File: src/rtl/reg_file_pkg.sv
// Shared definitions for the scoreboarded register file.
//   DEFAULT_DATA_W / DEFAULT_ADDR_W : default register width and address width
//   reg_idx_t                       : register index at the default address width
package reg_file_pkg;

  localparam int DEFAULT_DATA_W = 32;
  localparam int DEFAULT_ADDR_W = 5;

  typedef logic [DEFAULT_ADDR_W-1:0] reg_idx_t;

endpackage

File: src/rtl/rf_scoreboard.sv
// Pending-write scoreboard: one bit per register, set by a reservation and
// cleared by the writeback that retires it. The pending count is registered.
//   i_clk, i_rst_n          : clock, asynchronous active-low reset
//   i_rsv_v, i_rsv_addr     : reserve a destination register
//   i_clr_v, i_clr_addr     : writeback retiring a register
//   i_flush                 : clear every pending bit
//   o_pend                  : registered pending bits, one per register
//   o_pend_cnt              : registered popcount of o_pend
module rf_scoreboard
  import reg_file_pkg::*;
#(
  parameter int ADDR_W   = DEFAULT_ADDR_W,
  parameter int ZERO_REG = 1
) (
  input  logic                    i_clk,
  input  logic                    i_rst_n,
  input  logic                    i_rsv_v,
  input  logic [ADDR_W-1:0]       i_rsv_addr,
  input  logic                    i_clr_v,
  input  logic [ADDR_W-1:0]       i_clr_addr,
  input  logic                    i_flush,
  output logic [(2**ADDR_W)-1:0]  o_pend,
  output logic [ADDR_W:0]         o_pend_cnt
);

  localparam int DEPTH   = 2**ADDR_W;
  localparam bit ZERO_EN = (ZERO_REG != 0);

  logic [DEPTH-1:0] pend_q, pend_d;
  logic [ADDR_W:0]  cnt_q, cnt_d;

  // NOTE: every variable gets a default at the top of always_comb so no path
  // leaves it unassigned; that is what keeps synthesis from inferring a latch.
  always_comb begin
    pend_d = pend_q;
    if (i_flush) begin
      pend_d = '0;
    end else begin
      // Clear first, then set: a same-cycle reserve of the written register
      // is a newer instruction and must stay pending.
      if (i_clr_v) pend_d[i_clr_addr] = 1'b0;
      if (i_rsv_v && !(ZERO_EN && i_rsv_addr == '0)) pend_d[i_rsv_addr] = 1'b1;
    end

    cnt_d = '0;
    for (int i = 0; i < DEPTH; i++) begin
      cnt_d = cnt_d + {{ADDR_W{1'b0}}, pend_d[i]};
    end
  end

  // NOTE: state is updated with non-blocking assignments so all flops sample
  // their inputs at the same edge, independent of statement order.
  always_ff @(posedge i_clk or negedge i_rst_n) begin
    if (!i_rst_n) begin
      pend_q <= '0;
      cnt_q  <= '0;
    end else begin
      pend_q <= pend_d;
      cnt_q  <= cnt_d;
    end
  end

  assign o_pend     = pend_q;
  assign o_pend_cnt = cnt_q;

endmodule

File: src/rtl/reg_file_sb.sv
// Multi-ported register file with write-through bypass and a pending-write
// scoreboard.
//   i_clk, i_rst_n                  : clock, asynchronous active-low reset
//   i_rd_addr  [NUM_RD*ADDR_W]      : packed read addresses, port k = slice k
//   o_rd_data  [NUM_RD*DATA_W]      : packed combinational read data
//   o_rd_busy  [NUM_RD]             : addressed register still awaits a write
//   i_we, i_wr_addr, i_wr_data      : writeback request
//   i_rsv_v, i_rsv_addr             : reserve a destination register
//   i_flush                         : drop all reservations
//   o_pend_cnt [ADDR_W+1]           : number of registers pending
module reg_file_sb
  import reg_file_pkg::*;
#(
  parameter int DATA_W   = DEFAULT_DATA_W,
  parameter int ADDR_W   = DEFAULT_ADDR_W,
  parameter int NUM_RD   = 2,
  parameter int ZERO_REG = 1
) (
  input  logic                     i_clk,
  input  logic                     i_rst_n,
  input  logic [NUM_RD*ADDR_W-1:0] i_rd_addr,
  output logic [NUM_RD*DATA_W-1:0] o_rd_data,
  output logic [NUM_RD-1:0]        o_rd_busy,
  input  logic                     i_we,
  input  logic [ADDR_W-1:0]        i_wr_addr,
  input  logic [DATA_W-1:0]        i_wr_data,
  input  logic                     i_rsv_v,
  input  logic [ADDR_W-1:0]        i_rsv_addr,
  input  logic                     i_flush,
  output logic [ADDR_W:0]          o_pend_cnt
);

  localparam int DEPTH   = 2**ADDR_W;
  localparam bit ZERO_EN = (ZERO_REG != 0);

  logic [DATA_W-1:0] mem_q [DEPTH];
  logic [DEPTH-1:0]  pend;
  logic              wr_en;
  logic [ADDR_W-1:0] rd_addr;
  logic              bypass;

  // A write to the hardwired zero register is dropped everywhere: array,
  // bypass and scoreboard clear.
  assign wr_en = i_we && !(ZERO_EN && i_wr_addr == '0);

  // NOTE: the array is reset entry by entry because its contents must read
  // as zero out of reset; this rules out mapping it onto a RAM macro.
  always_ff @(posedge i_clk or negedge i_rst_n) begin
    if (!i_rst_n) begin
      for (int i = 0; i < DEPTH; i++) mem_q[i] <= '0;
    end else if (wr_en) begin
      mem_q[i_wr_addr] <= i_wr_data;
    end
  end

  // Read ports. The array is already zero during reset, but the bypass path
  // is not, so reset also gates the outputs directly.
  always_comb begin
    o_rd_data = '0;
    o_rd_busy = '0;
    rd_addr   = '0;
    bypass    = 1'b0;
    for (int k = 0; k < NUM_RD; k++) begin
      rd_addr = i_rd_addr[k*ADDR_W +: ADDR_W];
      bypass  = wr_en && (i_wr_addr == rd_addr);
      if (i_rst_n) begin
        if (ZERO_EN && rd_addr == '0) begin
          o_rd_data[k*DATA_W +: DATA_W] = '0;
        end else if (bypass) begin
          o_rd_data[k*DATA_W +: DATA_W] = i_wr_data;
        end else begin
          o_rd_data[k*DATA_W +: DATA_W] = mem_q[rd_addr];
        end
        // The value being bypassed is the one the reader was waiting for.
        o_rd_busy[k] = pend[rd_addr] && !bypass;
      end
    end
  end

  rf_scoreboard #(
    .ADDR_W   (ADDR_W),
    .ZERO_REG (ZERO_REG)
  ) u_scoreboard (
    .i_clk      (i_clk),
    .i_rst_n    (i_rst_n),
    .i_rsv_v    (i_rsv_v),
    .i_rsv_addr (i_rsv_addr),
    .i_clr_v    (wr_en),
    .i_clr_addr (i_wr_addr),
    .i_flush    (i_flush),
    .o_pend     (pend),
    .o_pend_cnt (o_pend_cnt)
  );

endmodule

File: config.mk
export PLATFORM = sky130hd
export DESIGN_NAME = reg_file_sb
export DESIGN_NICKNAME = d
export VERILOG_FILES = /design/src/rtl/reg_file_pkg.sv /design/src/rtl/rf_scoreboard.sv /design/src/rtl/reg_file_sb.sv
export SDC_FILE = /design/constraint.sdc
export NUM_CORES = 2
export LEC_CHECK = 0
export BUFFER_PORTS_ARGS = -buffer_cell sky130_fd_sc_hd__buf_2
export CAP_MARGIN = 20
export CORE_MARGIN = 3
export CORE_UTILIZATION = 45
export DETAILED_ROUTE_END_ITERATION = 8
export PLACE_DENSITY_LB_ADDON = 0.25
export SLEW_MARGIN = 20
export SYNTH_ARGS = -nofsm -noshare
export SYNTH_HDL_FRONTEND = slang
export SYNTH_SLANG_ARGS = --single-unit
File: constraint.sdc
create_clock -name i_clk -period 15.4 [get_ports i_clk]
set_input_delay 3.85 -clock i_clk [delete_from_list [all_inputs] [get_ports i_clk]]
set_output_delay 3.85 -clock i_clk [all_outputs]
set_load 0.05 [all_outputs]
[Yosys cells after proc, flatten, opt, wreduce, memory -nomap -nowiden]
Index checks and enable logic that the tools add are counted.
Word-level totals
  register bits after elaboration: 1062
  bits of input ports: 57
  output and inout port bits: 72
  word-level logic and storage cells: 129
Operators by class
  add/sub/neg operators: 31
  $lt $le $gt $ge: 10
  eq/ne operators: 2
  muxes and demuxes: 29
  bitwise gates (word level): 6
  reduce and logical (&&, ||, !) cells: 17
Operators by type and width (number)
  1024-bit bitwise mux: 1
  32-bit two-way mux: 15
  32-bit binary-select mux with 5-bit select: 2
  6-bit by 1-bit adder with 6-bit output: 30
  32-bit demux with 5-bit select: 1
  32-bit bitwise AND: 1
  32-bit NOT: 1
  32-bit OR: 1
  5-bit by 6-bit < comparator with 1-bit output, second input constant: 4
  5-bit zero test: 4
  6-bit greater-or-equal comparator, second input constant: 3
  5-bit NOT with 6-bit output: 3
  1-bit binary-select mux with 5-bit select: 2
  1-bit demux with 5-bit select: 2
  5-bit equality test: 2
  5-bit by 1-bit greater-or-equal comparator with 1-bit output, second input constant: 2
  1-bit logical AND: 9
  6-bit by 1-bit < comparator with 1-bit output, second input constant: 1
  1-bit two-way mux: 6
  1-bit zero test: 4
  1-bit by 1-bit adder with 2-bit output: 1

[Longest topological paths before layout]
  word-level depth: 42
  mapped depth: 24
  depth with buffers taken out: 21

[Cells and area by module]
A second synthesis with hierarchy kept.
Second synthesis, totals
  cells, all modules: 4072
  area, all modules: 58393.5 um^2
By module, submodules not included
  reg_file_sb: instances 1, cells each 3800, area an instance 55660.9 um^2
  rf_scoreboard: instances 1, cells each 272, area an instance 2732.6 um^2

[Worst setup path after synthesis]
Ideal clock, no wire load.
  path type: input to output
  start point: in i_rd_addr[5]
  end point: out o_rd_busy[1]
  arrival: 6186 ps
  required time: 11550 ps
  setup slack: 5364 ps
  stages: 8
  buffers on the path: 4
  path through: buf_2 buf_2 buf_4 buf_2 mux4_2 mux2i_1 a22o_1 nor3_1
Between the ends
  longest elaborated chain between the ends: 5
Ends and longest elaborated chain
  start: declaration: line reg_file_sb.sv:21  | input logic [NUM_RD*ADDR_W-1:0] i_rd_addr,
  parallel branches: the longest is 3 deep, another holds 1-bit binary-select mux with 5-bit select
  1-bit logical AND (*): line reg_file_sb.sv:75  | o_rd_busy[k] = pend[rd_addr] && !bypass;
  1-bit two-way mux (*): line reg_file_sb.sv:66  | if (i_rst_n) begin
  end: declaration: line reg_file_sb.sv:23  | output logic [NUM_RD-1:0] o_rd_busy,
Mark *: on every way between the ends. The select of a mux whose other input is x is not followed.

[Final worst setup path]
  start point: in i_rd_addr[7]
  end point: out o_rd_data[62]
Between the ends
  longest elaborated chain between the ends: 7
Ends and longest elaborated chain
  5-bit NOT with 6-bit output (implied by the code): line reg_file_sb.sv:72  | o_rd_data[k*DATA_W +: DATA_W] = mem_q[rd_addr];
  32-bit binary-select mux with 5-bit select: line reg_file_sb.sv:72
  32-bit two-way mux (implied by the code) (2 in series): line reg_file_sb.sv:72
  32-bit two-way mux: line reg_file_sb.sv:69  | end else if (bypass) begin
  32-bit two-way mux (*): line reg_file_sb.sv:67  | if (ZERO_EN && rd_addr == '0) begin
  32-bit two-way mux (*): line reg_file_sb.sv:66
  end: declaration: line reg_file_sb.sv:22  | output logic [NUM_RD*DATA_W-1:0] o_rd_data,
Every way passes the cells marked *; elsewhere a longest branch is shown, timed or not. The select of a mux whose other input is x is not followed.

==> results.md <==
- CTS tree: done
- Setup violations, final: 0
- Max IR drop VDD: a little over 90 uV
- Chip width: 362.6 um
- Post-CTS Resized: 0
- Total track usage: 27.37%
- Yosys reg bits: 1062
- First-pass GRT wire length: 264300 um
- Pwr Total: 8.205 mW
- Hold Crit Depth: 0
- Worst EP required: 11.55 ns
- HPWL after detailed placement: approximately 100000 um
- Min Tclk post-route: 11.23 ns
- Number of library cell types mapped by synthesis: 52
- Min Hold Slack: 0.3938 ns
- Antenna violations before repair: 4
- Synth area leaders: dfrtp_1 (46%), mux4_2 (21%), mux2_2 (18%)
- Setup repair bufs after CTS: 0
- Number of global-route vias before repair: roughly 37000
- Seq/Total Area, Yosys: 46.45%
- Status: complete, no violations
- Hold EP: mem_q[1016]$_DFFE_PN0P_
- Max-slew violations: 0
- Pre-CTS setup slack: 4.265 ns
- Cell taking the most area after synthesis: dfrtp_1
- Crit-path cells: buf_6 -> buf_4 -> nand2b_2 -> buf_4 -> o22ai_1 -> a211oi_1 -> a221o_1 -> buf_2
- CP Capture Type: primary output
- Area occupied by multi-input gates: just under 30000 um2
- CP Class: input pin to primary output
- Worst-path clk slew: 0.06 ns
- Mapped Nets: 3910
- Total CTS buffers: 115
- PortBufs: 128
- Crit start category: input pin
- Worst r2r src: u_scoreboard.o_pend[1]$_DFF_PN0_
- Main flop type after synthesis: dfrtp_1
- Slowest library cell on the worst path: buf_4
- Maxcap violations: 0
- Max Used Layer: met5
- Met1 wire length: roughly 75000 um
- Fillers: 10740
- Ys async rst share: between 90% and 100%
- Total core area: 125900 um2
- Clk buf depth: 3
- Hold WC Path Type: flip-flop to flip-flop
- Reg-to-reg critical path endpoint: u_scoreboard.o_pend_cnt[4]$_DFF_PN0_
- Crit share post-route: 72.93%
- Initial core utilization: a little under half
- Hold_buf cts: 0
- Syn Inst Count: ~3800
- Die footprint: 131400 um2
- First DRT Iteration DRCs: 3808
- Detailed Routing Iterations Pass 1: 5
- Die Ht: 362.6 um
- Worst hold path startpoint: mem_q[1016]$_DFFE_PN0P_
- Detailed-route wire length per cell: 32.78 um
- Vias/cell: 6.620
- I/O pin count: about 130
- Area Growth Syn to Fin: 10.08%
- Gpl congestion: 0.8196
- Slew margin rel.: roughly a quarter
- CTS root buf: clkbuf_16
- PD cells: 130.3 nW/um2
- Gr ovfl total: 0
- Register area: 26580 um2
- Most common cell in the netlist: dfrtp_1
- Vias after detailed routing: 36150
- Largest net degree at the start of global routing: between 150 and 200
- Share of cells above drive strength 1: 49.99%
- DR WL met2: 84020 um
- DRC viols: 0
- Antenna violation net count after detailed routing: 0
- Synth cell count leaders: dfrtp_1 (1062), mux2_2 (932), mux4_2 (526), clkbuf_1 (251), buf_2 (92)
- Synth top area share: 46.45%
- Setup_tns: 0 ns
- # H-tree levels: 3
- Worst setup startpoint: i_rd_addr[7]
- Slowest cell delay on critical path: 0.69 ns
- WL met3: 13160 um
- Clk_lat worst skew: between 0.7 and 0.8 ns
- Max Clk Rate: 89.04 MHz
- WL final: 179000 um
- WP data arrival: 7.38 ns
- Lkg Pwr: 27.36 nW
- Cell mode on critical path: buf_4
- Setup ws final: ~4.2 ns
- Nets@finish: about 3800
- Mean Syn Cell Area: 14.97 um2
- Yosys warns: 0
- Worst-case clock skew: between 0.007 and 0.008 ns
- Reg2reg setup slack: approximately 10 ns
- Fin area: 62980 um2
- Synth Cell Area: 57210 um2
- Post-synth EDFFs: 0
- Placement Rows: 130
- Slew at the pin closest to its max-slew limit: 1.136 ns
- RSZ-0062 raised after global routing: false
- Placed Area: 59030 um2
- Clock Sink Count: 1062
- Worst reg2reg path depth: 18
- Fin. Hold Viols: 0
- Crit-path max FO: 55
-- critical path, delay by kind of cell --
family / cells / cell delay [ns]
buf+inv: 4 / 2.03
compound gates: 3 / 0.73
simple gates: 1 / 0.66
-- per-layer routing --
metal	vias up	GRT usage [%]
met5	-	0
met1	19710	38.50
li1	14600	-
met3	366	4.717
met2	1470	43.31
met4	2	9.332
-- cell usage in the layout, fill, tap and decap left out, types with 24 or more instances in the layout --
cell type and count:
dfrtp_1 1062, mux2_2 932, mux4_2 526, buf_2 121, clkbuf_16 116, o22ai_1 83, a22oi_1 81, nand2_1 73
mux2i_1 73, buf_4 65, a221o_1 64, mux2_1 62, inv_1 50, o21ai_0 42, nor2_1 40, nor2b_1 36
o221ai_1 33, clkbuf_8 30, clkbuf_1 29, a211oi_1 27, fa_1 24
-- stage by stage --
stage	cells	utilization (%)
2_1_floorplan	3821	-
3_3_place_gp	5241	46.89
3_5_place_dp	5241	46.89
4_1_cts	5457	50.00
5_1_grt	5458	50.02
6_report	5460	50.02
-- where the power goes --
part / switching (mW) / internal (mW)
Clock: 1.20 / 1.68
Sequential: 0.361 / 3.31
Combinational: 0.705 / 0.951
-- state kept, by name (all words and copies together), names as in the netlist --
signal	flops
u_scoreboard.o_pend_cnt	6
mem_q	1024
u_scoreboard.o_pend	32
-- worst max path at each step --
stage	endpoint	depth (start not counted)
after floorplan	o_rd_busy[1]	8
after global placement	o_rd_data[34]	8
after detailed placement	o_rd_data[62]	8
after CTS	o_rd_data[62]	8
after global routing	o_rd_data[62]	8
final	o_rd_data[62]	8
-- cell families (layout without fill, tap and decap cells) --
group                      count (synthesis)  in the layout  share of synthesized area (%)
AOI/OAI and AO/OA                        385            385                          4.989
other                                      0              3                              0
adders and majority gates                 32             32                          1.015
DFF                                     1062           1062                          46.45
buffers and inverters                    484            470                          3.692
and+or+nand+nor                          252            252                          2.100
xor gates and xnor gates                  13             13                         0.1990
muxes                                   1593           1593                          41.55
-- layout make-up --
class                      instances  area share (%)
antenna                            3         0.01192
tap                             1650           3.278
multi-input combinational       2275           45.81
inverter                          52          0.3119
timing repair buffer             202           2.164
clock inverter                    41          0.7907
sequential                      1062           42.20
clock buffer                     175           5.438
Power figures use the tool's default switching activity.
